File: config.mk
export PLATFORM = sky130hd
export DESIGN_NAME = seg_scan_decoder
export DESIGN_NICKNAME = d
export VERILOG_FILES = /design/src/rtl/seg_pkg.sv /design/src/rtl/seg7_to_bcd.sv /design/src/rtl/seg_scan_decoder.sv
export SDC_FILE = /design/constraint.sdc
export NUM_CORES = 1
export LEC_CHECK = 0
export BUFFER_PORTS_ARGS = -buffer_cell sky130_fd_sc_hd__buf_2
export CAP_MARGIN = 40
export CORE_AREA = 5 5 98 100
export CTS_CLUSTER_DIAMETER = 30
export DETAILED_ROUTE_END_ITERATION = 10
export DIE_AREA = 0 0 103 105
export GPL_ROUTABILITY_DRIVEN = 0
export HOLD_SLACK_MARGIN = 0.15
export SYNTH_ARGS = -nofsm -noshare
export SYNTH_HDL_FRONTEND = slang
export SYNTH_SLANG_ARGS = --single-unit
File: constraint.sdc
create_clock -name clk -period 2 [get_ports clk]
set_clock_uncertainty 0.05 [all_clocks]
set_input_delay 0.1 -clock clk [delete_from_list [all_inputs] [get_ports clk]]
set_output_delay 0.1 -clock clk [all_outputs]
set_load 0.1 [all_outputs]
File: src/rtl/seg_pkg.sv
// Shared constants for the 7-segment scan decoder: active-low glyph
// patterns (bit0=a ... bit6=g), special BCD codes and the scan FSM states.
package seg_pkg;

  localparam logic [6:0] SEG_0     = 7'h40;
  localparam logic [6:0] SEG_1     = 7'h79;
  localparam logic [6:0] SEG_2     = 7'h24;
  localparam logic [6:0] SEG_3     = 7'h30;
  localparam logic [6:0] SEG_4     = 7'h19;
  localparam logic [6:0] SEG_5     = 7'h12;
  localparam logic [6:0] SEG_6     = 7'h02;
  localparam logic [6:0] SEG_7     = 7'h78;
  localparam logic [6:0] SEG_8     = 7'h00;
  localparam logic [6:0] SEG_9     = 7'h10;
  localparam logic [6:0] SEG_A     = 7'h08;
  localparam logic [6:0] SEG_B     = 7'h03;
  localparam logic [6:0] SEG_C     = 7'h46;
  localparam logic [6:0] SEG_D     = 7'h21;
  localparam logic [6:0] SEG_E     = 7'h06;
  localparam logic [6:0] SEG_F     = 7'h0E;
  localparam logic [6:0] SEG_BLANK = 7'h7F;

  localparam logic [3:0] CODE_BLANK = 4'hF;
  localparam logic [3:0] CODE_ERR   = 4'hE;

  typedef enum logic [1:0] {
    WAIT    = 2'd0,
    CAPTURE = 2'd1,
    HOLD    = 2'd2
  } scan_state_e;

endpackage

File: src/rtl/seg7_to_bcd.sv
// Combinational glyph decoder: active-low cathode pattern to BCD code plus
// blank / illegal flags. Build option SEG_HEX_EN adds the A-F glyphs; in that
// build blank and illegal patterns read 4'h0 and only the flags tell them apart.
module seg7_to_bcd
  import seg_pkg::*;
(
  input  logic [6:0] cathode,
  output logic [3:0] code,
  output logic       is_blank,
  output logic       is_err
);

  // Pattern lookup; anything not listed is an illegal glyph.
  always_comb begin
    code     = 4'h0;
    is_blank = 1'b0;
    is_err   = 1'b0;
    case (cathode)
      SEG_0: code = 4'd0;
      SEG_1: code = 4'd1;
      SEG_2: code = 4'd2;
      SEG_3: code = 4'd3;
      SEG_4: code = 4'd4;
      SEG_5: code = 4'd5;
      SEG_6: code = 4'd6;
      SEG_7: code = 4'd7;
      SEG_8: code = 4'd8;
      SEG_9: code = 4'd9;
`ifdef SEG_HEX_EN
      SEG_A: code = 4'hA;
      SEG_B: code = 4'hB;
      SEG_C: code = 4'hC;
      SEG_D: code = 4'hD;
      SEG_E: code = 4'hE;
      SEG_F: code = 4'hF;
      SEG_BLANK: begin
        code     = 4'h0;
        is_blank = 1'b1;
      end
      default: begin
        code   = 4'h0;
        is_err = 1'b1;
      end
`else
      SEG_BLANK: begin
        code     = CODE_BLANK;
        is_blank = 1'b1;
      end
      default: begin
        code   = CODE_ERR;
        is_err = 1'b1;
      end
`endif
    endcase
  end

endmodule

File: src/rtl/seg_scan_decoder.sv
// Receiver for a multiplexed 4-digit common-anode 7-segment bus. Samples
// {AN,cathode}, waits for the pair to settle, decodes the lit digit into BCD,
// assembles frames, and flags illegal glyphs, multi-anode drive and a dead
// display. Build option SEG_HEX_EN (see seg7_to_bcd) enables hex glyphs.
module seg_scan_decoder
  import seg_pkg::*;
#(
  parameter int SETTLE_CYCLES  = 4,
  parameter int TIMEOUT_CYCLES = 1048576,
  parameter int CNT_W          = 21
) (
  input  logic        clk,
  input  logic        rst,
  input  logic [6:0]  cathode,
  input  logic [3:0]  AN,
  output logic [15:0] digits,
  output logic [15:0] frame_digits,
  output logic        frame_strobe,
  output logic [3:0]  blank,
  output logic        err_pattern,
  output logic        err_multi,
  output logic        display_off
);

  localparam int               SW         = $clog2(SETTLE_CYCLES + 1);
  localparam logic [SW-1:0]    SETTLE_MAX = SW'(SETTLE_CYCLES);
  localparam logic [CNT_W-1:0] TMO_MAX    = CNT_W'(TIMEOUT_CYCLES);

  // Stability counter step: reload on change, otherwise count up and saturate.
  function automatic logic [SW-1:0] stab_step(input logic [SW-1:0] cur, input logic chg);
    if (chg)
      return SW'(1);
    else if (cur >= SETTLE_MAX)
      return SETTLE_MAX;
    else
      return cur + 1'b1;
  endfunction

  // Saturating increment for the dead-display counter.
  function automatic logic [CNT_W-1:0] tmo_step(input logic [CNT_W-1:0] cur);
    if (cur >= TMO_MAX)
      return TMO_MAX;
    else
      return cur + 1'b1;
  endfunction

  logic [10:0]      in_pair;
  logic [10:0]      s_pair;
  logic             changed;
  logic [SW-1:0]    stab_cnt;
  logic [SW-1:0]    stab_next;
  logic             settled;
  scan_state_e      state;
  scan_state_e      state_next;
  logic [3:0]       s_an;
  logic [6:0]       s_cath;
  logic             an_single;
  logic             an_multi;
  logic [1:0]       an_idx;
  logic [3:0]       dec_code;
  logic             dec_blank;
  logic             dec_err;
  logic             cap_en;
  logic [3:0]       cap_mask;
  logic [3:0]       seen;
  logic [CNT_W-1:0] tcnt;

  assign in_pair   = {AN, cathode};
  assign changed   = (in_pair != s_pair);
  assign stab_next = stab_step(stab_cnt, changed);
  // True on the edge where the counter first reaches the settle count.
  assign settled   = (stab_next == SETTLE_MAX);
  assign s_an      = s_pair[10:7];
  assign s_cath    = s_pair[6:0];

  // ---- stage 0: input sampling and stability tracking ----
  // Register the raw bus pair and count how long it has been unchanged.
  always_ff @(posedge clk) begin
    if (rst) begin
      s_pair   <= {4'hF, SEG_BLANK};
      stab_cnt <= '0;
    end else begin
      s_pair   <= in_pair;
      stab_cnt <= stab_next;
    end
  end

  // Classify the sampled anode code: exactly one active-low enable, or several.
  always_comb begin
    an_single = 1'b0;
    an_multi  = 1'b0;
    an_idx    = 2'd0;
    case (s_an)
      4'b1110: begin an_single = 1'b1; an_idx = 2'd0; end
      4'b1101: begin an_single = 1'b1; an_idx = 2'd1; end
      4'b1011: begin an_single = 1'b1; an_idx = 2'd2; end
      4'b0111: begin an_single = 1'b1; an_idx = 2'd3; end
      4'b1111: ;
      default: an_multi = 1'b1;
    endcase
  end

  seg7_to_bcd u_dec (
    .cathode  (s_cath),
    .code     (dec_code),
    .is_blank (dec_blank),
    .is_err   (dec_err)
  );

  // ---- stage 1: scan FSM ----
  // State register.
  always_ff @(posedge clk) begin
    if (rst)
      state <= WAIT;
    else
      state <= state_next;
  end

  // Next state and single-cycle capture strobes. A pair that changes while
  // leaving CAPTURE/HOLD re-enters WAIT (or CAPTURE directly when one sample
  // is enough) so a new stable pair is never missed.
  always_comb begin
    state_next  = state;
    cap_en      = 1'b0;
    err_pattern = 1'b0;
    err_multi   = 1'b0;
    case (state)
      WAIT: begin
        if (settled)
          state_next = CAPTURE;
      end
      CAPTURE: begin
        cap_en      = an_single;
        err_pattern = an_single & dec_err;
        err_multi   = an_multi;
        if (changed)
          state_next = settled ? CAPTURE : WAIT;
        else
          state_next = HOLD;
      end
      HOLD: begin
        if (changed)
          state_next = settled ? CAPTURE : WAIT;
      end
      default: state_next = WAIT;
    endcase
  end

  assign cap_mask = cap_en ? (4'b0001 << an_idx) : 4'b0000;

  // ---- stage 2: digit capture, frame assembly, timeout ----
  // Write the decoded digit and its blank flag into the addressed slot.
  always_ff @(posedge clk) begin
    if (rst) begin
      digits <= 16'hFFFF;
      blank  <= 4'hF;
    end else if (cap_en) begin
      digits[{an_idx, 2'b00} +: 4] <= dec_code;
      blank[an_idx]                <= dec_blank;
    end
  end

  // Once every digit has been seen, snapshot the frame and restart the mask;
  // a capture landing in that same cycle keeps its bit for the next frame.
  always_ff @(posedge clk) begin
    if (rst) begin
      seen         <= 4'h0;
      frame_digits <= 16'hFFFF;
      frame_strobe <= 1'b0;
    end else begin
      frame_strobe <= (seen == 4'hF);
      if (seen == 4'hF)
        frame_digits <= digits;
      seen <= ((seen == 4'hF) ? 4'h0 : seen) | cap_mask;
    end
  end

  // Dead-display counter: cleared by any single-anode capture.
  always_ff @(posedge clk) begin
    if (rst)
      tcnt <= '0;
    else if (cap_en)
      tcnt <= '0;
    else
      tcnt <= tmo_step(tcnt);
  end

  assign display_off = (tcnt == TMO_MAX);

endmodule

* Yosys cells after proc, flatten, opt, wreduce, memory -nomap -nowiden *
Index checks and enable logic that the tools add are counted.

storage, ports and cells
  register bits after elaboration = 78
  bits of input ports = 13
  output and inout port bits = 40
  logic and storage cells = 77

operators by class
  add/sub/neg operators = 3
  $lt $le $gt $ge = 4
  equality and inequality tests = 23
  shift operators = 3
  multiplexer cells = 23
  bitwise gates (word level) = 2
  reductions and logical operators = 9

operators by type and width
  cell                                                                    number
  4-bit one-hot mux with 11 select lines                                  1
  7-bit equality test, second input constant                              4
  21-bit by 1-bit adder with 21-bit output, second input constant         1
  21-bit equality test, second input constant                             1
  7-bit by 5-bit equality test with 1-bit output, second input constant   3
  21-bit >= comparator, second input constant                             1
  21-bit 2-to-1 mux                                                       1
  4-bit equality test, second input constant                              5
  16-bit bitwise mux                                                      1
  4-bit by 6-bit variable shift with 16-bit output, first input constant  1
  4-bit by 6-bit variable part select with 16-bit output                  1
  7-bit by 6-bit equality test with 1-bit output, second input constant   2
  2-bit one-hot mux with 3 select lines                                   2
  11-bit inequality test                                                  1
  11-bit OR reduction                                                     1
  1-bit 2-to-1 mux                                                        9
  4-bit 2-to-1 mux                                                        2
  7-bit by 2-bit equality test with 1-bit output, second input constant   1
  7-bit logical NOT                                                       1
  2-bit 2-to-1 mux                                                        3
  3-bit 2-to-1 mux                                                        2
  4-bit negation with 6-bit output                                        1
  5-bit OR reduction                                                      1
  4-bit bitwise mux                                                       1
  other kinds (19)                                                        20

* Depth between registers and ports, before layout *
Gate-level depths: netlist of the first run.

  depth in word-level cells = 7
  depth in mapped cells = 9
  depth with buffers taken out = 7

* Cells and area by module *
From an unflattened synthesis of the first run, not the netlist that was laid out.

unflattened totals
  cell total of the unflattened synthesis = 391
  area total of the unflattened synthesis = 3568.4 sq um

modules (own cells, without submodules)
  module            instances  cells each  area an instance (sq um)  seq. area each (sq um)
  seg_scan_decoder  1          358         3364.5                    1561.5
  seg7_to_bcd       1          33          203.9                     0.0

* Worst setup path after synthesis of the first run *
OpenSTA, ideal clock, no wires.

  kind = flip-flop to output port
  start point = register state[0]
  end point = output port err_multi
  arrival = 2.206 ns
  setup slack = -0.356 ns
  stages on the path, launching flop included = 4
  path buffers = 0
  cell sequence = dfxtp_1 nor2b_1 nand2_1 a21oi_1

on the way
  word-level cells in the longest chain between the ends = 2

ends and longest elaborated chain
  what                                            RTL line                 text
  from (decl)                                     seg_scan_decoder.sv:53   scan_state_e state;
  from (signal assigned)                          seg_scan_decoder.sv:116  state <= state_next;
  2-bit by 1-bit equality test with 1-bit output  seg_scan_decoder.sv:127  case (state)
  1-bit 2-to-1 mux                                seg_scan_decoder.sv:127
  to (decl)                                       seg_scan_decoder.sv:21   output logic err_multi,

No other way between the ends.

* Worst setup path in the final report of the first run *
  start point = register s_pair[0]
  end point = output port err_pattern

on the way
  word-level cells in the longest chain between the ends = 5
  elaborated cells between the ends (all ways) = 15

ends and longest elaborated chain
  what                                         RTL line                 text
  from (decl)                                  seg_scan_decoder.sv:48   logic [10:0] s_pair;
  from (signal assigned)                       seg_scan_decoder.sv:80   s_pair <= {4'hF, SEG_BLANK};
  from (signal assigned)                       seg_scan_decoder.sv:83   s_pair <= in_pair;
  7-bit equality test (tied with other cells)  seg7_to_bcd.sv:18        case (cathode)
  11-bit OR reduction (no line) *              --
  1-bit 2-to-1 mux *                           seg7_to_bcd.sv:18
  1-bit bitwise AND *                          seg_scan_decoder.sv:134  err_pattern = an_single & dec_err;
  1-bit 2-to-1 mux *                           seg_scan_decoder.sv:127
  to (decl)                                    seg_scan_decoder.sv:20   output logic err_pattern,

Mark *: on every way between the ends. The rest lies on a longest branch, timed or not.

==> results of run 1 <==
-- critical path: stages (launching register included) --
cell and delay, ns:
dfxtp_4 0.37, or4_4 0.54, nor3_4 0.25, a311oi_4 0.06
and3_4 0.19, buf_12 0.16
-- what timing repair did --
item,in CTS,in global routing
pin swaps,5,11
hold buffers,19,0
buffers inserted,3,4
hold endpoints to repair,14,0
setup endpoints to repair,3,15
gates resized for setup,18,13
-- through the flow --
| stage | setup slack (ns) | power [mW] | utilization |
|---|---|---|---|
| after detailed placement | 0.0110 | 1.88 | 0.470 |
| after CTS | -0.0674 | 3.16 | 0.527 |
| after global routing | -0.145 | 3.29 | 0.534 |
| after global placement | 0.0381 | 1.87 | 0.470 |
| final | -0.0612 | 3.13 | 0.534 |
| after floorplan | 0.0385 | 1.80 | - |
-- power by group through the flow --
| stage | clock network (mW) | registers, mW | logic (mW) |
|---|---|---|---|
| detailed placement | 0 | 1.63 | 0.245 |
| finish | 1.23 | 1.60 | 0.302 |
| CTS | 1.28 | 1.60 | 0.283 |
| global placement | 0 | 1.63 | 0.243 |
| floorplan | 0 | 1.62 | 0.180 |
| global route | 1.36 | 1.60 | 0.335 |
-- worst paths after layout --
path / startpoint / slack, ns / to
worst min register to register: state[0]$_SDFFE_PP0P_ / 0.41 / state[0]$_SDFFE_PP0P_
worst min-delay path: state[0]$_SDFFE_PP0P_ / 0.41 / state[0]$_SDFFE_PP0P_
worst max-delay path: s_pair[0]$_SDFF_PP1_ / -0.06 / err_pattern
worst max register to register: s_pair[0]$_SDFF_PP1_ / 0.02 / digits[15]$_SDFFE_PP1P_
-- area by class of cell --
class / instances / area [um^2] / area share
inverter: 12 / 45.0 / 0.00981
multi-input combinational: 289 / 1890 / 0.412
clock buffer: 9 / 124 / 0.0270
tap: 108 / 135 / 0.0294
clock inverter: 7 / 82.6 / 0.0180
timing repair buffer: 107 / 738 / 0.161
sequential: 78 / 1580 / 0.343
-- kinds of logic after synthesis --
| family | Yosys count |
|---|---|
| compound gates | 66 |
| xor+xnor | 33 |
| buf+inv | 34 |
| fa+ha+maj | 11 |
| simple gates | 179 |
| flops | 78 |
-- per-layer routing --
layer	GRT usage	up-vias	routed length [um]
li1	-	1569	-
met1	0.225	1421	4050
met2	0.247	45	3770
met3	0.0380	6	311
met4	0.0379	0	74
met5	0	-	0
-- registers in the layout (all words and copies together), names as in the netlist --
signal and flops:
seen 4, blank 4, stab_cnt 3, frame_strobe 1, digits 16, frame_digits 16
state 2, tcnt 21, s_pair 11
-- cell usage in the layout, fill, tap and decap left out, types with 9 or more instances in the layout --
cell type	n
dlygate4sd3_1	19
o21ai_0	11
dfxtp_1	71
nand3b_1	17
xnor2_1	23
or2_2	14
clkbuf_8	9
xor2_1	10
ha_1	9
inv_1	11
nand2_1	49
nand3_1	13
buf_2	50
a21oi_1	20
buf_4	36
nand4_1	9
nor2_1	34
==> results.cfg, run 1 <==
[grt]
grt_max_degree = 40
grt_usage = 0.160
grt_pass1_vias = 2921
grt_pass1_wl_um = 14200
antenna_found_initial = 0
overflow = 0

[timing]
finalSetupViolCount = 1
final_max_slew_viol_count = 0
setup_ws_ns = -0.0612
tightest_slew_ns = 0.540
fmax_ghz = 0.485
whs_ns = 0.415
rsz0062_at_grt = true
slew_headroom = 0.640
hold_violations = 0
tns_ns = -0.0612
min_period_ns = 2.06
final.period_utilization = 1.03

[synth]
async_reset_ff_frac = 0
synthMuxAreaShare = 0
synth-seq-area-share = 0.442
synth_edf_count = 0
postSynthRegisterBits = 78
postSynthCellCount = 401
syn_avg_cell_area_um2 = 8.82
synth_top_family_by_area = simple AND/OR/NAND/NOR gates
netlist-cell-type-count = 47
synth_ff_type = dfxtp_1
synth_xor_area_frac = 0.0817
synth_top_cell_area_share = 0.442
synthTopCellsByCount = dfxtp_1 (78), nand2_1 (49), nor2_1 (35)
syn_area_um2 = 3540
yosysMostFrequentCell = dfxtp_1
syn_nets = 425
yosys.area_share.adder = 0.0389
yosys.area_share.simple = 0.267
synthTopCellsByArea = dfxtp_1 (44%), xnor2_1 (5.7%), nand2_1 (5.2%), ha_1 (3.9%), nor2_1 (3.7%)
synth_compound_area_frac = 0.119
yosysTopAreaCell = dfxtp_1
ys_warn_count = 0

[finish]
n_fill_cell = 844
syn_to_final_growth_pct = 29.8
final_layout_size_suffix_gt1_frac = 0.291
n_antenna_cell = 0
finalNonFillerCells = 610
post-route-cell-area_um2 = 4590
nNetsFinal = 521

[drt]
viasPerCell = 4.99
drtIter0Drc = 156
antenna_left = 0
wirelength_um = 8210
avgRoutedWirePerCell_um = 13.5
drc_errors = 0
firstDrtPassIters = 4
vias = 3041

[hold_path]
holdPathStages = 1
hold_path_class = register to register

[power]
comb_power_share = 0.097
p_sw_frac = 0.259
vdd_drop_max_v = 0.000375
internal-power_mw = 2.32
powerDensity_nw_per_um2 = 682
clock_power_share = 0.393
switchingPower_uw = 811
seq_power_share = 0.510
p_leak_nw = 1.78

[critical_path]
critPathLaunchType = register
r2r.worst_path.cells = 6
crit_fanout = 6
worstSetupEndpointType = output pin
critical_path_arrival_ns = 1.91
path_class = register to output pin
crit_required_ns = 1.85

[placement]
port_buffers = 52
dpl.hpwl_um = 5620
placed_cells = 568
placed_area_um2 = 4040

[floorplan]
die_x_um = 103
io-pin-count = 53
core-area_um2 = 8590
die_area_um2 = 10800
die_y_um = 105
rows = 34
initial_core_util = 0.411

[run_status]
outcome = complete, but fails checks
violations = negative setup slack

[clocking]
path_clk_slew_ns = 0.09
cts_sinks = 78
clkLatencyLatePin_ns = 0.35
root_buffer = clkbuf_8
numCtsBuffers = 9
cts_tree = done
clock_path_buffers = 2
htreeDepth = 3

[run]
drv_cap = 0
Note: power is estimated with default switching activity, not from simulation.
==> inputs of run 2 (changes only) <==
--- a/config.mk
+++ b/config.mk
@@ -7,12 +7,13 @@
 export LEC_CHECK = 0
 export BUFFER_PORTS_ARGS = -buffer_cell sky130_fd_sc_hd__buf_2
 export CAP_MARGIN = 40
-export CORE_AREA = 5 5 98 100
+export CORE_AREA = 5 5 99 101
 export CTS_CLUSTER_DIAMETER = 30
 export DETAILED_ROUTE_END_ITERATION = 10
-export DIE_AREA = 0 0 103 105
+export DIE_AREA = 0 0 104 106
 export GPL_ROUTABILITY_DRIVEN = 0
 export HOLD_SLACK_MARGIN = 0.15
 export SYNTH_ARGS = -nofsm -noshare
 export SYNTH_HDL_FRONTEND = slang
+export SYNTH_HIERARCHICAL = 1
 export SYNTH_SLANG_ARGS = --single-unit
==> results.cfg, run 2 <==
[timing]
final_max_slew_viol_count = 0
rsz0062_at_grt = true
fmax_ghz = 0.483
setup_ws_ns = -0.0716
min_period_ns = 2.07
hold_violations = 0
tightest_slew_ns = 0.538
slew_headroom = 0.641
finalSetupViolCount = 9
whs_ns = 0.393
final.period_utilization = 1.04

[placement]
dpl.hpwl_um = 5800
port_buffers = 52
dp_slack_ns = -0.00896
placed_cells = 555

[critical_path]
crit_chain = or3_4 > a2111o_1 > nand4_2 > inv_1 > and3_4 > buf_12
worstSetupEndpointType = output pin
critical_path_arrival_ns = 1.92
crit_fanout = 2
slowest_delay_ns = 0.41
critPathLaunchType = register
crit_required_ns = 1.85
slowest_stage = a2111o_1
crit_buf_inv = 2
path_class = register to output pin
critPathTopFamily = simple AND/OR/NAND/NOR gates

[finish]
regMostFlops = tcnt
top_regs = tcnt (21), digits (16), frame_digits (16)
nNetsFinal = 505
finalNonFillerCells = 597
syn_to_final_growth_pct = 29.2
final_layout_size_suffix_gt1_frac = 0.278
final_common_cell = dfxtp_1
n_antenna_cell = 0
largest_reg_flops = 21
mostFrequentLayoutCells = dfxtp_1 (75), nand2_1 (49), buf_2 (49)

[synth]
postSynthRegisterBits = 78
postSynthCellCount = 391
syn_avg_cell_area_um2 = 9.13
netlist-cell-type-count = 49
async_reset_ff_frac = 0
synthTopCellsByCount = dfxtp_1 (78), nand2_1 (49), nor2_1 (29)
syn_nets = 415
synth-seq-area-share = 0.438
yosysMostFrequentCell = dfxtp_1
yosysTopAreaCell = dfxtp_1
synthTopCellsByArea = dfxtp_1 (44%), nand2_1 (5.2%), a221o_1 (4.5%), ha_1 (3.9%), xnor2_1 (3.7%)
ys_warn_count = 6
syn_area_um2 = 3570
synth_top_cell_area_share = 0.438
synth_edf_count = 0
synth_ff_type = dfxtp_1

[drt]
drc_errors = 0
vias = 3083
firstDrtPassIters = 4
wirelength_um = 7970
antenna_left = 0
viasPerCell = 5.16
drtIter0Drc = 97
avgRoutedWirePerCell_um = 13.4

[run]
drv_cap = 0

[hold_path]
hold_path_class = register to register

[floorplan]
die_area_um2 = 11000
core-area_um2 = 8930
die_y_um = 106
rows = 35
io-pin-count = 53
initial_core_util = 0.399
die_x_um = 104

[clocking]
clkLatencyLatePin_ns = 0.35
clock_path_buffers = 2
cts_tree = done
htreeDepth = 3
path_clk_slew_ns = 0.09
cts_sinks = 78
numCtsBuffers = 9
root_buffer = clkbuf_8

[grt]
grt_max_degree = 32
antenna_found_initial = 0
grt_pass1_wl_um = 13700
grt_usage = 0.147
overflow = 0
grt_pass1_vias = 2889

[power]
powerDensity_nw_per_um2 = 699
p_total_mw = 3.22
p_leak_nw = 1.86
vdd_drop_max_v = 0.000406

[run_status]
outcome = complete, but fails checks
violations = negative setup slack
==> run 2: cell types whose count changed after synthesis, sizes merged, moves of 4 or more <==
cell and delta:
a21oi -11, a221o +16, mux2i +4, nand3 +10, nor2 -6, o21ai -15
xnor2 -8
==> run 2: cell type report <==
cell class | instances | area [um^2]
multi-input combinational | 277 | 1890
tap | 111 | 139
inverter | 14 | 52.6
fill | 877 | 4320
clock buffer | 10 | 138
sequential | 78 | 1570
timing repair buffer | 101 | 734
clock inverter | 6 | 93.8
==> run 2: repair_timing <==
| action | CTS | global route |
|---|---|---|
| hold buffers | 23 | 0 |
| endpoints found under the hold margin | 12 | 0 |
| pin swaps | 5 | 4 |
| endpoints found under the setup margin | 3 | 20 |
| buffers inserted | 2 | 1 |
| gates resized for setup | 7 | 15 |
==> run 2: path summary, 6_finish.rpt <==
kind	depth (start not counted)	slack, ns	from	endpoint
max reg2reg	6	-0.01	s_pair[0]$_SDFF_PP1_	digits[1]$_SDFFE_PP1P_
max	6	-0.07	s_pair[0]$_SDFF_PP1_	err_pattern
min	1	0.39	state[0]$_SDFFE_PP0P_	state[0]$_SDFFE_PP0P_
min reg2reg	1	0.39	state[0]$_SDFFE_PP0P_	state[0]$_SDFFE_PP0P_
==> run 2: cell families after synthesis <==
kind of cell	Yosys count	synth area share
AO/OA/AOI/OAI	43	0.0954
XOR/XNOR	28	0.0687
adder cells (fa/ha/maj)	12	0.0414
buffers and inverters	36	0.0522
flip-flops	78	0.438
multiplexers	4	0.0112
AND/OR/NAND/NOR	190	0.293
==> run 2: layer usage <==
| layer | up-vias | GRT usage | share of wire |
|---|---|---|---|
| met4 | 0 | 0.0500 | 0.014 |
| met3 | 10 | 0.0346 | 0.041 |
| met1 | 1469 | 0.190 | 0.48 |
| met5 | - | 0 | 0 |
| met2 | 51 | 0.241 | 0.47 |
| li1 | 1553 | - | - |
==> run 2: where the power goes <==
group          internal (mW)  switching [mW]  leakage, nW
Clock                  0.746           0.609        0.113
Sequential              1.57          0.0223        0.633
Combinational          0.139           0.135         1.12
Total                   2.46           0.766         1.86
==> run 2: stage by stage <==
step	TNS, ns	cell area, um^2	utilization
final	-0.153	4610	0.516
after floorplan	0	3570	-
after global routing	-1.01	4610	0.516
after detailed placement	-0.00896	4040	0.452
after CTS	-0.0921	4550	0.509
after global placement	0	4040	0.452
